<file path="config.mk">
export PLATFORM = sky130hd
export DESIGN_NAME = edge_pulse_array_flat
export DESIGN_NICKNAME = d
export VERILOG_FILES = /design/src/rtl/edge_pkg.sv /design/src/rtl/edge_pulse_array_if.sv /design/src/rtl/edge_channel.sv /design/src/rtl/edge_pulse_array.sv /design/src/flat_wrapper.sv
export SDC_FILE = /design/constraint.sdc
export NUM_CORES = 1
export LEC_CHECK = 0
export ABC_AREA = 1
export CAP_MARGIN = 20
export CORE_ASPECT_RATIO = 0.6
export CORE_MARGIN = 2
export CORE_UTILIZATION = 55
export DETAILED_ROUTE_END_ITERATION = 7
export GPL_TIMING_DRIVEN = 1
export HOLD_SLACK_MARGIN = 0.05
export PLACE_DENSITY = 0.83
export SYNTH_ARGS = -nofsm -noshare
export SYNTH_HDL_FRONTEND = slang
export SYNTH_SLANG_ARGS = --single-unit
</file>
<file path="constraint.sdc">
create_clock -name clk -period 2.6 [get_ports clk]
set_input_delay 0.26 -clock clk [delete_from_list [all_inputs] [get_ports clk]]
set_output_delay 0.26 -clock clk [all_outputs]
set_load 0.01 [all_outputs]
</file>
<file path="src/rtl/edge_pkg.sv">
// Shared encodings for the edge_pulse_array input conditioner.
package edge_pkg;

  typedef enum logic [1:0] {
    EDGE_RISE = 2'b00,
    EDGE_FALL = 2'b01,
    EDGE_BOTH = 2'b10,
    EDGE_OFF  = 2'b11
  } edge_mode_e;

  typedef enum logic [1:0] {
    RPT_IDLE   = 2'b00,
    RPT_DELAY  = 2'b01,
    RPT_REPEAT = 2'b10
  } rpt_state_e;

endpackage

</file>
<file path="src/rtl/edge_pulse_array_if.sv">
// Raw inputs, per-channel mode select and conditioned outputs of edge_pulse_array.
interface edge_pulse_array_if #(
  parameter int unsigned CHANNELS = 5
) ();

  logic [CHANNELS-1:0]   in_raw;
  logic [2*CHANNELS-1:0] mode;
  logic [CHANNELS-1:0]   level;
  logic [CHANNELS-1:0]   pulse;
  logic                  any_pulse;

  modport master (output in_raw, mode, input level, pulse, any_pulse);
  modport slave  (input in_raw, mode, output level, pulse, any_pulse);

endinterface

</file>
<file path="src/rtl/edge_channel.sv">
// One input channel: 2-FF synchroniser, debounce, edge select and optional
// hold-to-repeat (compiled in when AUTOREPEAT_EN is defined).
module edge_channel #(
  parameter int unsigned DEBOUNCE_CYCLES = 4,
  parameter int unsigned REPEAT_DELAY    = 8,
  parameter int unsigned REPEAT_PERIOD   = 4
) (
  input  logic       clk,
  input  logic       rst,
  input  logic       i_raw,
  input  logic [1:0] i_mode,
  output logic       o_level,
  output logic       o_pulse
);
  import edge_pkg::*;

  localparam int unsigned CW = $clog2(DEBOUNCE_CYCLES + 1);

  logic          r_s1, r_s2, r_level, r_pulse;
  logic [CW-1:0] r_cnt;
  logic          w_accept, w_rise, w_fall, w_edge_pulse, w_pulse_nxt;

  always_ff @(posedge clk) begin
    if (rst) begin
      r_s1    <= 1'b0;
      r_s2    <= 1'b0;
      r_level <= 1'b0;
      r_cnt   <= '0;
      r_pulse <= 1'b0;
    end else begin
      r_s1    <= i_raw;
      r_s2    <= r_s1;
      r_pulse <= w_pulse_nxt;
      if (r_s2 == r_level) begin
        r_cnt <= '0;
      end else if (w_accept) begin
        r_level <= r_s2;
        r_cnt   <= '0;
      end else begin
        r_cnt <= r_cnt + CW'(1);
      end
    end
  end

  // Edge acceptance and mode-qualified edge pulse
  always_comb begin
    w_accept     = (r_s2 != r_level) && (r_cnt == CW'(DEBOUNCE_CYCLES - 1));
    w_rise       = w_accept & r_s2;
    w_fall       = w_accept & ~r_s2;
    w_edge_pulse = 1'b0;
    case (i_mode)
      EDGE_RISE: w_edge_pulse = w_rise;
      EDGE_FALL: w_edge_pulse = w_fall;
      EDGE_BOTH: w_edge_pulse = w_accept;
      default:   w_edge_pulse = 1'b0;
    endcase
  end

`ifdef AUTOREPEAT_EN
  localparam int unsigned RMAX = (REPEAT_DELAY > REPEAT_PERIOD) ? REPEAT_DELAY : REPEAT_PERIOD;
  localparam int unsigned RW   = $clog2(RMAX + 1);

  rpt_state_e    r_state, w_state_nxt;
  logic [RW-1:0] r_rcnt, w_rcnt_nxt;
  logic          w_exit, w_rpt_pulse;

  // Release (level falling now or already low) or leaving rise mode ends repeating
  assign w_exit = (i_mode != EDGE_RISE) || !r_level || w_fall;

  always_ff @(posedge clk) begin
    if (rst) begin
      r_state <= RPT_IDLE;
      r_rcnt  <= '0;
    end else begin
      r_state <= w_state_nxt;
      r_rcnt  <= w_rcnt_nxt;
    end
  end

  always_comb begin
    w_state_nxt = r_state;
    case (r_state)
      RPT_IDLE:   if (w_rise && (i_mode == EDGE_RISE)) w_state_nxt = RPT_DELAY;
      RPT_DELAY: begin
        if (w_exit)                                    w_state_nxt = RPT_IDLE;
        else if (r_rcnt == RW'(REPEAT_DELAY - 1))      w_state_nxt = RPT_REPEAT;
      end
      RPT_REPEAT: if (w_exit)                          w_state_nxt = RPT_IDLE;
      default:                                         w_state_nxt = RPT_IDLE;
    endcase
  end

  always_comb begin
    w_rcnt_nxt  = r_rcnt + RW'(1);
    w_rpt_pulse = 1'b0;
    case (r_state)
      RPT_DELAY: begin
        if (w_exit) begin
          w_rcnt_nxt = '0;
        end else if (r_rcnt == RW'(REPEAT_DELAY - 1)) begin
          w_rcnt_nxt  = '0;
          w_rpt_pulse = 1'b1;
        end
      end
      RPT_REPEAT: begin
        if (w_exit) begin
          w_rcnt_nxt = '0;
        end else if (r_rcnt == RW'(REPEAT_PERIOD - 1)) begin
          w_rcnt_nxt  = '0;
          w_rpt_pulse = 1'b1;
        end
      end
      default: w_rcnt_nxt = '0;
    endcase
  end

  assign w_pulse_nxt = w_edge_pulse | w_rpt_pulse;
`else
  logic w_unused_rpt;
  assign w_unused_rpt = ^{REPEAT_DELAY, REPEAT_PERIOD};
  assign w_pulse_nxt  = w_edge_pulse;
`endif

  assign o_level = r_level;
  assign o_pulse = r_pulse;

endmodule

</file>
<file path="src/rtl/edge_pulse_array.sv">
// Multi-channel button/switch conditioner; optional hold-to-repeat via AUTOREPEAT_EN.
module edge_pulse_array #(
  parameter int unsigned CHANNELS        = 5,
  parameter int unsigned DEBOUNCE_CYCLES = 4,
  parameter int unsigned REPEAT_DELAY    = 8,
  parameter int unsigned REPEAT_PERIOD   = 4
) (
  input logic          clk,
  input logic          rst,
  edge_pulse_array_if.slave bus
);

  logic [CHANNELS-1:0] w_level, w_pulse;

  for (genvar gi = 0; gi < CHANNELS; gi++) begin : g_ch
    edge_channel #(
      .DEBOUNCE_CYCLES (DEBOUNCE_CYCLES),
      .REPEAT_DELAY    (REPEAT_DELAY),
      .REPEAT_PERIOD   (REPEAT_PERIOD)
    ) u_ch (
      .clk     (clk),
      .rst     (rst),
      .i_raw   (bus.in_raw[gi]),
      .i_mode  (bus.mode[2*gi +: 2]),
      .o_level (w_level[gi]),
      .o_pulse (w_pulse[gi])
    );
  end

  assign bus.level     = w_level;
  assign bus.pulse     = w_pulse;
  assign bus.any_pulse = |w_pulse;

endmodule

</file>
<file path="src/flat_wrapper.sv">
// flat-port wrapper written by rule: the top's interface ports become plain ports
module edge_pulse_array_flat 
#(
  parameter int unsigned CHANNELS        = 5,
  parameter int unsigned DEBOUNCE_CYCLES = 4,
  parameter int unsigned REPEAT_DELAY    = 8,
  parameter int unsigned REPEAT_PERIOD   = 4
)
  (clk, rst, bus_in_raw, bus_mode, bus_level, bus_pulse, bus_any_pulse);
  edge_pulse_array_if #(.CHANNELS(CHANNELS)) bus_i ();
  input logic clk;
  input logic rst;
  input wire logic [$bits(bus_i.in_raw)-1:0] bus_in_raw;
  input wire logic [$bits(bus_i.mode)-1:0] bus_mode;
  output wire logic [$bits(bus_i.level)-1:0] bus_level;
  output wire logic [$bits(bus_i.pulse)-1:0] bus_pulse;
  output wire logic [$bits(bus_i.any_pulse)-1:0] bus_any_pulse;
  assign bus_i.in_raw = bus_in_raw;
  assign bus_i.mode = bus_mode;
  assign bus_level = bus_i.level;
  assign bus_pulse = bus_i.pulse;
  assign bus_any_pulse = bus_i.any_pulse;
  edge_pulse_array #(.CHANNELS(CHANNELS), .DEBOUNCE_CYCLES(DEBOUNCE_CYCLES), .REPEAT_DELAY(REPEAT_DELAY), .REPEAT_PERIOD(REPEAT_PERIOD)) u_core (.clk(clk), .rst(rst), .bus(bus_i));
endmodule
</file>
# After elaboration in Yosys (flattened, before gate mapping)
# Index checks and enable logic that the tools add are counted.
word_totals:
  regBits: 35
  output_inout_bits: 11
  elab_cells: 101
classes:
  addsub: 5
  eq_ne: 25
  muxes: 5
  bitwise: 20
  n_reduce_logical: 21
ops:
  columns: ["op", "count"]
  rows:
  - ["3-bit by 1-bit adder with 3-bit output (second input constant)", 5]
  - ["3-bit by 2-bit equality test with 1-bit output (second input constant)", 5]
  - ["1-bit case mux with 3 select lines", 5]
  - ["3-bit OR reduction", 5]
  - ["1-bit bitwise AND", 10]
  - ["2-bit by 1-bit equality test with 1-bit output (second input constant)", 5]
  - ["2-bit equality test (second input constant)", 5]
  - ["2-bit zero test", 5]
  - ["1-bit NOT", 10]
  - ["2-bit AND reduction", 5]
  - ["1-bit equality test", 5]
  - ["1-bit logical AND", 5]
  - ["1-bit != test", 5]
  - ["5-bit OR reduction", 1]

# Longest topological paths before layout
logic_depth:
  depth_word: 4
  depth_mapped: 6

# Hierarchy
# A second synthesis with hierarchy kept.
unflattened:
  hier_cells: 184
  area_unflattened_um2: 1405.1
modules_own_cells:
  columns: ["mod", "instances", "cells_per_inst", "area_per_inst_um2"]
  rows:
  - ["edge_channel", 5, 36, 277.8]
  - ["edge_pulse_array", 1, 4, 16.3]

# Worst setup path after synthesis
# Ideal clock, no wire load.
synth_timing:
  kind: "register to register"
  startpoint: "register u_core.g_ch[0].u_ch.r_cnt[0]"
  endpoint: "register u_core.g_ch[0].u_ch.r_cnt[0]"
  arrival_ns: 0.991
  required_time_ns: 2.535
  setup_slack_ns: 1.544
  path_stages_with_launch: 6
  n_path_buf: 0
  synth_period_minus_slack_ns: 1.056
  path_cell_list: "dfxtp_1 ha_1 ha_1 nor2_1 nand3_1 nor2_1"
synth_between:
  elab_chain_len: 3
  word_cells_on_any_way: 4
  classes_between: "add/sub: 1; eq/ne: 1; reduce/logical: 2"
synth_rtl:
  columns: ["item", "line_no", "source"]
  rows:
  - ["from (decl)", "edge_channel.sv:20", "logic [CW-1:0] r_cnt;"]
  - ["from (signal assigned)", "edge_channel.sv:40", "r_cnt <= r_cnt + CW'(1);"]
  - ["3-bit by 2-bit equality test with 1-bit output", "edge_channel.sv:47", "w_accept = (r_s2 != r_level) && (r_cnt == CW'(DEBOUNCE_CYCLES - 1));"]
  - ["1-bit logical AND", "edge_channel.sv:47", null]
  - ["3-bit OR reduction (no line)", null, null]
# Parallel ways exist; a longest one is shown, timed or not.
# A chain may end at the register's enable or synchronous reset.

# Final worst setup path
layout_timing:
  startpoint: "register u_core.g_ch[1].u_ch.r_pulse"
  endpoint: "output bus_any_pulse"
layout_between:
  elab_chain_len: 1
layout_rtl:
  columns: ["item", "line_no", "source"]
  rows:
  - ["from (decl)", "edge_channel.sv:19", "logic r_s1, r_s2, r_level, r_pulse;"]
  - ["from (signal assigned)", "edge_channel.sv:33", "r_pulse <= w_pulse_nxt;"]
  - ["5-bit OR reduction", "edge_pulse_array.sv:32", "assign bus.any_pulse = |w_pulse;"]
  - ["to (decl)", "flat_wrapper.sv:17", "output wire logic [$bits(bus_i.any_pulse)-1:0] bus_any_pulse;"]
# Every way passes these cells.

==> impl_metrics.toml <==
[setup_path]
path_delay_family = "buffers and inverters"
cp_max_fo = 2
critPathSlowestCell = "clkdlybuf4s50_1"
setup.worst_path.class = "reg -> out"
max_stage_delay_ns = 0.48
crit_arrival_ns = 1.32
reg2reg_from = "u_core.g_ch[1].u_ch.r_cnt[0]$_SDFF_PP0_"
worstSetupEndpointType = "primary output"
rr_endpoint = "u_core.g_ch[1].u_ch.r_cnt[1]$_SDFF_PP0_"
crit_chain = "nor3_1 > nand2_1 > clkdlybuf4s50_1"
critPathRequiredTime_ns = 2.34
ff2ff_path_depth = 5
critPathBufInv = 1
r2r_slack_ns = 1.38
worstSetupStartpointType = "flop"

[timing]
fin_crit_ns = 1.58
fmax_mhz = 634
finClkSkew_ns = 0.00564
finalSetupViolCount = 0
setup_ws_ns = 1.02
rsz0062_at_grt = "no"
max_slew_margin_pct = 64.5
fin_tns_setup_ns = 0
slew_violations = 0
tightest_slew_ns = 0.531
hold_violations = 0
post-route-period-util_pct = 60.6

[power]
peakVddDrop_v = 0.000323
power.density_mw_per_mm2 = 532
power.total_mw = 0.984
p_leak_nw = 0.825

[floorplanning]
placementRows = 14
io_pins = 28
die_area_sq_mm = 0.00327
core_region_area_sq_mm = 0.00259
die_y_um = 45.1
die_x_um = 72.5
start_util_pct = 59.7

[logic_synthesis]
ys_seq_elements = 35
ys_seq_area_share_pct = 45.2
synthTopCellsByArea = "dfxtp_1 45%, inv_1 9.7%, nor2_1 9.0%"
yosys.area.top_type = "dfxtp_1"
synth_top_area_share_pct = 45.2
syn_inst = 195
syn_avg_cell_area_sq_um = 7.94
synthesis.area_sq_mm = 0.00155
synth_cell_types = 12
ys_warn_count = 0
synth.net_count = 222

[placement]
routabilityCongestion = 0.788
numPortBuffers = 27
place_inst = 243
pre_cts_slack_ns = 0.858
dp_hpwl_um = 2100

[global_routing]
grt_max_degree = 12
gr-total-overflow = 0
grt_pass1_wl_um = 4490
antenna_found_initial = 0
gr-usage-all-layers_pct = 19.3
grt_pass1_vias = 1052

[layout]
final_common_cell = "inv_1"
nets = 245
final_cell_mix = "40 x inv_1, 37 x nor2_1, 36 x nand2_1"
drive_gt1_share_pct = 9.13
area_growth_syn_to_layout_pct = 19.5
layoutNonFillerInstCount = 251
diodes = 0

[clock_tree]
cts_max_level = 2
ctsHoldBuffers = 0
clk_latency_ns = 0.28
cts_setup_buffers = 0
clkSinkCount = 35
cts_tree = "built"
clockRootBuffer = "clkbuf_8"
cts_buffers = 5
cts.path.max_buffers = 2
clkTransAtPathRegs_ns = 0.07
cts-resized-gates = 0

[route]
ant_nets = 0
drc = 0
dr.pass1.iters = 4
wl_per_cell_um = 10.3
vias = 1151
wl_um = 2590
vias_per_cell = 4.59
drt_iter0_drc = 46

[hold_path]
worst_hold_path.endpoint = "u_core.g_ch[1].u_ch.r_s2$_SDFF_PP0_"
min-delay-start = "u_core.g_ch[1].u_ch.r_s1$_SDFF_PP0_"
whs_path_depth = 2
hp-class = "reg -> reg"

[run]
cap_violations = 0

[outcome]
status = "complete, no violations"
## synthesized netlist by cell type
| cell | n |
|---|---|
| o21ai_0 | 5 |
| nor3_1 | 1 |
| nand3_2 | 4 |
| dfxtp_1 | 35 |
| nor2_1 | 37 |
| buf_4 | 10 |
| buf_6 | 2 |
| nand2_1 | 36 |
| inv_1 | 40 |
| nor2_4 | 9 |
| nand3_1 | 6 |
| ha_1 | 10 |
## how the worst max path moves through the flow
stage / from / endpoint / slack, ns / cells past startpoint
final: u_core.g_ch[1].u_ch.o_pulse$_SDFF_PP0_ / bus_any_pulse / 1.02 / 3
after global routing: u_core.g_ch[1].u_ch.o_pulse$_SDFF_PP0_ / bus_any_pulse / 0.92 / 3
after CTS: u_core.g_ch[1].u_ch.o_pulse$_SDFF_PP0_ / bus_any_pulse / 1.00 / 3
after detailed placement: rst / u_core.g_ch[1].u_ch.r_cnt[1]$_SDFF_PP0_ / 0.86 / 5
after global placement: rst / u_core.g_ch[1].u_ch.r_cnt[2]$_SDFF_PP0_ / 0.92 / 5
after floorplan: u_core.g_ch[0].u_ch.r_cnt[0]$_SDFF_PP0_ / u_core.g_ch[0].u_ch.r_cnt[0]$_SDFF_PP0_ / 1.54 / 5
## state kept, by name (all words and copies together), names as in the netlist
signal,cells
u_core.g_ch.u_ch.o_level,5
u_core.g_ch.u_ch.o_pulse,5
u_core.g_ch.u_ch.r_cnt,15
u_core.g_ch.u_ch.r_s1,5
u_core.g_ch.u_ch.r_s2,5
## worst min-delay path, cell delays in order, from the launching register on
cell and delay [ns]:
dfxtp_1 0.30, inv_1 0.04, nor2_1 0.03
## per-layer routing
layer	track usage (%)	routed length, um
met2	31.0	1210
met4	12.2	71
met3	8.48	147
met5	0	0
met1	21.5	1160
## metrics by stage
step | cell area, sq um | utilization (%) | hold WS [ns]
finish | 1850 | 71.4 | 0.406
global placement | 1770 | 68.2 | 0.390
CTS | 1850 | 71.4 | 0.410
global route | 1850 | 71.4 | 0.419
floorplan | 1550 | - | 0.367
detailed placement | 1770 | 68.2 | 0.396
## cell type report
cell class                      count  area [sq um]
Clock inverter                      1          5.00
Timing Repair Buffer               28           278
Tap cell                           32          40.0
Fill cell                         199           742
Inverter                           40           150
Multi-Input combinational cell    108           601
Sequential cell                    35           701
Clock buffer                        7          76.3
## power breakdown
group | internal, mW | switching [mW] | total, mW | leakage, nW
combinational | 0.0347 | 0.0324 | 0.0671 | 0.498
clock | 0.188 | 0.178 | 0.366 | 0.0422
sequential | 0.546 | 0.00583 | 0.552 | 0.284
## cells by family (layout without fill, tap and decap cells)
kind of cell / Yosys count / in the layout / synth area share [%]
compound gates: 5 / 5 / 1.62
fa+ha+maj: 10 / 10 / 8.08
buf+inv: 52 / 76 / 16.0
flops: 35 / 35 / 45.2
simple gates: 93 / 93 / 29.1
Note: power is estimated with default switching activity, not from simulation.
